[src/rtl/sram_ctrl_pkg.sv]
// Shared widths, wait-counter width and FSM state encoding for the
// asynchronous SRAM controller.
package sram_ctrl_pkg;

    localparam int ADDR_W = 22;
    localparam int DATA_W = 32;
    localparam int BE_W   = 4;
    localparam int CNT_W  = 4;

    typedef enum logic [2:0] {
        IDLE     = 3'd0,
        READ     = 3'd1,
        WR_SETUP = 3'd2,
        WR_PULSE = 3'd3,
        WR_HOLD  = 3'd4
    } state_e;

    // Counter load value for a phase lasting `cycles` clocks: the phase ends
    // on the edge where the counter is already zero.
    function automatic logic [CNT_W-1:0] wait_load(input int cycles);
        return CNT_W'(cycles - 1);
    endfunction

endpackage

[src/rtl/sram_ctrl.sv]
// Single-access asynchronous SRAM controller: one read or write at a time,
// fully registered external strobes, fixed strobe lengths set by parameters.
module sram_ctrl
    import sram_ctrl_pkg::*;
#(
    parameter int RD_WAIT = 2,
    parameter int WR_WAIT = 2
) (
    input  logic              clk,
    input  logic              rst,
    input  logic [ADDR_W-1:0] sram_addr,
    input  logic [DATA_W-1:0] sram_data_write,
    input  logic              sram_cs,
    input  logic              sram_we,
    input  logic [BE_W-1:0]   sram_bin,
    output logic              sram_ready,
    output logic [DATA_W-1:0] sram_data_out,
    output logic [ADDR_W-1:0] ram_addr,
    output logic [DATA_W-1:0] ram_dq_o,
    output logic              ram_dq_oe,
    input  logic [DATA_W-1:0] ram_dq_i,
    output logic              ram_ce_n,
    output logic              ram_oe_n,
    output logic              ram_we_n,
    output logic [BE_W-1:0]   ram_be_n
);

    localparam logic [CNT_W-1:0] RD_LOAD = wait_load(RD_WAIT);
    localparam logic [CNT_W-1:0] WR_LOAD = wait_load(WR_WAIT);

    state_e              state_q,    state_d;
    logic [CNT_W-1:0]    cnt_q,      cnt_d;
    logic                ready_q,    ready_d;
    logic [DATA_W-1:0]   data_out_q, data_out_d;
    logic [ADDR_W-1:0]   addr_q,     addr_d;
    logic [DATA_W-1:0]   dq_o_q,     dq_o_d;
    logic                dq_oe_q,    dq_oe_d;
    logic                ce_n_q,     ce_n_d;
    logic                oe_n_q,     oe_n_d;
    logic                we_n_q,     we_n_d;
    logic [BE_W-1:0]     be_n_q,     be_n_d;

    // Next-state and next-output logic. Outputs are computed for the state
    // being entered so every pad-facing signal comes straight from a flop.
    always_comb begin
        // NOTE: every signal gets a default before the case so no path leaves
        // it unassigned; an unassigned path would infer a latch.
        state_d    = state_q;
        cnt_d      = (cnt_q != '0) ? cnt_q - 1'b1 : cnt_q;
        ready_d    = ready_q;
        data_out_d = data_out_q;
        addr_d     = addr_q;
        dq_o_d     = dq_o_q;
        dq_oe_d    = dq_oe_q;
        ce_n_d     = ce_n_q;
        oe_n_d     = oe_n_q;
        we_n_d     = we_n_q;
        be_n_d     = be_n_q;

        unique case (state_q)
            IDLE: begin
                if (sram_cs) begin
                    addr_d  = sram_addr;
                    ce_n_d  = 1'b0;
                    ready_d = 1'b0;
                    if (sram_we) begin
                        state_d = WR_SETUP;
                        cnt_d   = '0;
                        dq_o_d  = sram_data_write;
                        be_n_d  = ~sram_bin;
                    end else begin
                        state_d = READ;
                        cnt_d   = RD_LOAD;
                        oe_n_d  = 1'b0;
                        be_n_d  = '0;
                    end
                end
            end

            READ: begin
                if (cnt_q == '0) begin
                    state_d    = IDLE;
                    data_out_d = ram_dq_i;
                    ready_d    = 1'b1;
                    ce_n_d     = 1'b1;
                    oe_n_d     = 1'b1;
                    be_n_d     = '1;
                end
            end

            WR_SETUP: begin
                state_d = WR_PULSE;
                cnt_d   = WR_LOAD;
                we_n_d  = 1'b0;
                dq_oe_d = 1'b1;
            end

            WR_PULSE: begin
                if (cnt_q == '0) begin
                    state_d = WR_HOLD;
                    we_n_d  = 1'b1;
                end
            end

            WR_HOLD: begin
                state_d = IDLE;
                ready_d = 1'b1;
                ce_n_d  = 1'b1;
                dq_oe_d = 1'b0;
                be_n_d  = '1;
            end

            default: begin
                state_d = IDLE;
                ready_d = 1'b1;
                ce_n_d  = 1'b1;
                oe_n_d  = 1'b1;
                we_n_d  = 1'b1;
                dq_oe_d = 1'b0;
                be_n_d  = '1;
            end
        endcase
    end

    // Asynchronous reset drops every strobe at once, aborting any access.
    always_ff @(posedge clk or negedge rst) begin
        // NOTE: state registers use non-blocking assignments so all flops
        // update together from values sampled before the edge.
        if (!rst) begin
            state_q    <= IDLE;
            cnt_q      <= '0;
            ready_q    <= 1'b1;
            data_out_q <= '0;
            addr_q     <= '0;
            dq_o_q     <= '0;
            dq_oe_q    <= 1'b0;
            ce_n_q     <= 1'b1;
            oe_n_q     <= 1'b1;
            we_n_q     <= 1'b1;
            be_n_q     <= '1;
        end else begin
            state_q    <= state_d;
            cnt_q      <= cnt_d;
            ready_q    <= ready_d;
            data_out_q <= data_out_d;
            addr_q     <= addr_d;
            dq_o_q     <= dq_o_d;
            dq_oe_q    <= dq_oe_d;
            ce_n_q     <= ce_n_d;
            oe_n_q     <= oe_n_d;
            we_n_q     <= we_n_d;
            be_n_q     <= be_n_d;
        end
    end

    assign sram_ready    = ready_q;
    assign sram_data_out = data_out_q;
    assign ram_addr      = addr_q;
    assign ram_dq_o      = dq_o_q;
    assign ram_dq_oe     = dq_oe_q;
    assign ram_ce_n      = ce_n_q;
    assign ram_oe_n      = oe_n_q;
    assign ram_we_n      = we_n_q;
    assign ram_be_n      = be_n_q;

endmodule

[config.mk]
export PLATFORM = sky130hd
export DESIGN_NAME = sram_ctrl
export DESIGN_NICKNAME = d
export VERILOG_FILES = /design/src/rtl/sram_ctrl_pkg.sv /design/src/rtl/sram_ctrl.sv
export SDC_FILE = /design/constraint.sdc
export NUM_CORES = 1
export LEC_CHECK = 0
export ABC_AREA = 1
export BUFFER_PORTS_ARGS = -buffer_cell sky130_fd_sc_hd__buf_2
export CAP_MARGIN = 0
export CORE_ASPECT_RATIO = 0.5
export CORE_MARGIN = 8
export CORE_UTILIZATION = 50
export DETAILED_ROUTE_END_ITERATION = 7
export GPL_ROUTABILITY_DRIVEN = 0
export PLACE_DENSITY = 0.85
export SLEW_MARGIN = 20
export SYNTH_ARGS = -nofsm -noshare
export SYNTH_HDL_FRONTEND = slang
export SYNTH_SLANG_ARGS = --single-unit
[constraint.sdc]
create_clock -name clk -period 2.23 [get_ports clk]
set_clock_uncertainty 0.1 [all_clocks]
set_input_delay 0.446 -clock clk [delete_from_list [all_inputs] [get_ports clk]]
set_output_delay 0.446 -clock clk [all_outputs]
set_load 0.005 [all_outputs]
======== After elaboration in Yosys (flattened, before gate mapping) ========
Index checks and enable logic that the tools add are counted.
W data, S select, Z words.
storage, ports and cells
  flip-flop bits (word level) ............. 101
  bits of input ports ..................... 94
  output and inout port bits .............. 95
  logic and storage cells ................. 58
operators by class
  add/sub/neg operators ................... 1
  equal/unequal tests ..................... 8
  muxes and demuxes ....................... 21
  bitwise logic cells ..................... 4
  reduce and logical (&&, ||, !) cells .... 14
operators with widths
  operator               count
  $mux W4                5
  $pmux W3 S4            1
  $pmux W4 S3            1
  $mux W3                3
  $pmux W1 S3            3
  $reduce_and A3 Y1      3
  $reduce_or A3 Y1       3
  $ne A2 B2 Y1 const B   4
  $pmux W4 S2            1
  $eq A3 B2 Y1 const B   2
  $reduce_and A2 Y1      3
  $mux W1                5
  $logic_not A4 Y1       1
  $not A4 Y4             1
  $reduce_and A4 Y1      1
  $reduce_bool A4 Y1     1
  $sub A4 B1 Y4 const B  1
  $eq A3 B1 Y1 const B   1
  $eq A3 B3 Y1 const B   1
  $logic_not A3 Y1       1
  $not A1 Y1             3
  $mux W2                1
  $pmux W1 S2            1
  $reduce_or A2 Y1       1

======== Depth between registers and ports, before layout ========
  depth after elaboration ................. 4
  mapped depth ............................ 8
  mapped depth without buffers ............ 8

======== Least setup slack after synthesis ========
OpenSTA, ideal clock, no wires.
  path kind ............................... register -> register
  start point ............................. register cnt_q[0]
  end point ............................... register data_out_q[22] (netlist: sram_data_out[22])
  setup time .............................. 0.066 ns
  arrival time ............................ 1.295 ns
  required time ........................... 2.064 ns
  slack ................................... 0.769 ns
  stages on the path, launching flop included .. 8
  buffers on the path ..................... 1
  period minus slack after synthesis ...... 1.461 ns
  cell sequence ........................... dfrtp_1 > inv_1 > ha_1 > nand2_1 > inv_2 > buf_1 > nand3_1 > nand2_1
between the ends
  cells in the longest elaborated chain, start to end .. 2
RTL lines
  item                                line              RTL
  from (decl)                         sram_ctrl.sv:32   logic [CNT_W-1:0] cnt_q, cnt_d;
  from (signal assigned)              sram_ctrl.sv:143  cnt_q <= cnt_d;
  $logic_not A4 Y1                    sram_ctrl.sv:81   if (cnt_q == '0) begin
  $reduce_and A2 Y1 (no source line)  n/a
  to (signal assigned)                sram_ctrl.sv:145  data_out_q <= data_out_d;
  to (decl)                           sram_ctrl.sv:34   logic [DATA_W-1:0] data_out_q, data_out_d;
No other way between the ends.
A chain may end at the register's enable or synchronous reset.

======== Worst setup path in the final report ========
  start point ............................. register cnt_q[0]
  end point ............................... register data_out_q[11] (netlist: sram_data_out[11])
The elaborated chain is that of the path after synthesis.

==> flow_metrics.tcl <==
set metrics [dict create \
    grt_overflow 0 \
    synthesis.nets 572 \
    ys_ff_latch 101 \
    viasPerCell 4.871 \
    yosysWarnings 0 \
    area_growth_pct 33.36 \
    fin_area_um2 5512 \
    finalSetupViolations 0 \
    peakVddDrop_mv 0.5565 \
    end_kind "register" \
    drt-total-wl_mm 11.28 \
    synth-edff-count 0 \
    ys_seq_area_share_pct 61.37 \
    drt_iter0_drc 225 \
    start_kind "register" \
    worstRegToRegCells 8 \
    clk_path_buf_depth 2 \
    cp.arrival_ns 1.95 \
    p_leak_nw 3.222 \
    avgRoutedWirePerCell_um 14.51 \
    max_freq_ghz 0.5505 \
    clk_pin_slew_ns 0.07 \
    dp_cells 760 \
    core_um2 8000 \
    ys.flop_type "dfrtp_1" \
    cts_resized 0 \
    worst_ep_required_time_ns 2.36 \
    grt_max_degree 55 \
    dr.pass1.iters 7 \
    drc 0 \
    initial_core_util_pct 51.66 \
    antenna_left 0 \
    async_reset_ff_share_pct 100.0 \
    grt_pass1_wl_mm 17.95 \
    dp_hpwl_mm 8.227 \
    syn_avg_cell_area_um2 8.664 \
    nFillCells 664 \
    root_buffer "clkbuf_16" \
    outcome "finished clean" \
    cts_tree "done" \
    cts_buffers 9 \
    crit_type "register to register" \
    grt_pass1_vias 3582 \
    finalCritPeriodShare_pct 81.47 \
    finalSetupTns_ns 0 \
    hold_viol 0 \
    clkLatencyLatePin_ns 0.34 \
    post_dp_cell_area_um2 5200 \
    maxCapViolCount 0 \
    ys_types 24 \
    slew_headroom_pct 60.83 \
    io_buffers 188 \
    hold_depth 3 \
    die_width_um 144.6 \
    antennaDiodeCount 0 \
    final_layout_size_suffix_gt1_share_pct 34.59 \
    cp_max_fo 31 \
    drv_slew 0 \
    rows 23 \
    final_nets 755 \
    gr-usage-all-layers_pct 19.57 \
    fin_cells 777 \
    num_vias 3785 \
    htree_levels 3 \
    syn_inst 477 \
    hold_path_class "primary input to register" \
    cts_sinks 101 \
    worst_pin_slew_ns 0.5855 \
    syn-cell-area_um2 4133 \
    antenna_found_initial 0 \
    num_io_pins 189 \
    rsz0062_at_grt "false" \
    dieArea_um2 11610 \
    fin_crit_ns 1.817 \
    power_density_nw_per_um2 1438 \
    die_y_um 80.29 \
]
[cell type report]
cell class	instances	area, um2	area share (%)
clock inverters	6	62.56	1.135
inverters	15	56.30	1.022
multi-input cells	335	1419	25.74
well taps	112	140.1	2.543
flip-flops and latches	101	2536	46.02
repair buffers	198	1059	19.21
clock buffers	10	239.0	4.336
[metrics by stage]
step	util [%]	power [mW]	setup slack (ns)	hold slack, ns
final	68.89	7.926	0.4133	0.1934
after floorplan	-	4.957	0.7688	0.05041
after detailed placement	65.00	6.411	0.4170	0.3384
after CTS	68.89	8.018	0.4108	0.1855
after global placement	65.00	6.273	0.5039	0.3374
after global routing	68.89	8.596	0.2603	0.1900
[layer usage]
layer | track usage [%] | share of wire [%]
met1 | 24.00 | 40
met2 | 33.86 | 52
met3 | 4.140 | 6.4
met4 | 7.003 | 1.5
met5 | 0 | 0
[report_power, final]
group	total (mW)	switching, mW	internal (mW)
registers	3.24	0.476	2.76
logic	3.12	1.83	1.29
clock network	1.57	0.673	0.899
[final timing paths]
| check | start | end | slack [ns] |
|---|---|---|---|
| max reg2reg | cnt_q[0] | sram_data_out[11] | 0.41 |
| min reg2reg | ram_be_n[3] | ram_be_n[3] | 0.36 |
| min in group asynchronous | rst | ram_dq_o[14] | 0.53 |
| min | sram_addr[1] | ram_addr[1] | 0.19 |
| max in group asynchronous | rst | ram_oe_n | 0.88 |
| max | cnt_q[0] | sram_data_out[11] | 0.41 |
[synthesized netlist by cell type, types with 2 or more instances]
| cell | n | share of area [%] |
|---|---|---|
| nand2_1 | 231 | 21 |
| dfrtp_1 | 94 | 57 |
| nand3_1 | 73 | 8.8 |
| buf_2 | 16 | 1.9 |
| inv_1 | 11 | 1.0 |
| clkbuf_1 | 8 | 0.73 |
| dfstp_2 | 7 | 4.5 |
| nor2_1 | 7 | 0.64 |
| nand4_1 | 6 | 0.91 |
| a21oi_1 | 5 | 0.61 |
| inv_2 | 4 | 0.36 |
| nand2_2 | 2 | 0.30 |
| o21ai_0 | 2 | 0.24 |
[worst max-delay path, cell delays in order, from the launching register on]
cell and delay (ns):
dfrtp_1 0.37, inv_1 0.10, ha_1 0.20, nand2_1 0.15, inv_2 0.27, nand2_1 0.11, buf_4 0.25, nand2_1 0.10
nand2_1 0.05
[logic make-up after synthesis]
logic type	count (synthesis)	synth area share, %
AND/OR/NAND/NOR	324	32.67
AO/OA/AOI/OAI	9	1.150
adder cells (fa/ha/maj)	1	0.3027
XOR/XNOR	1	0.2120
flip-flops	101	61.37
buffers and inverters	41	4.299
[flip-flops by register name, indices dropped and copies added (netlist names)]
signal,count
ram_oe_n,1
ram_ce_n,1
ram_be_n,4
cnt_q,4
ram_we_n,1
ram_dq_o,32
ram_addr,22
state_q,3
sram_data_out,32
ram_dq_oe,1
[cells in the final DEF (no fill, tap or decap), types with 2 or more instances in the layout]
cell type and instances:
clkbuf_16 9, inv_2 4, clkinv_4 2, nand2_2 2
inv_1 11, a21oi_1 5, o21ai_0 2, buf_12 3
buf_4 7, buf_2 187, nor2_1 7, nand3_1 73
nand4_1 6, dfstp_2 7, dfrtp_1 94, clkinv_2 3
nand2_1 231
[repair_timing]
action,CTS,global route
setup endpoints to repair,0,0
hold endpoints to repair,33,0
setup buffers,0,0
hold buffers,1,0
Power figures use the tool's default switching activity.
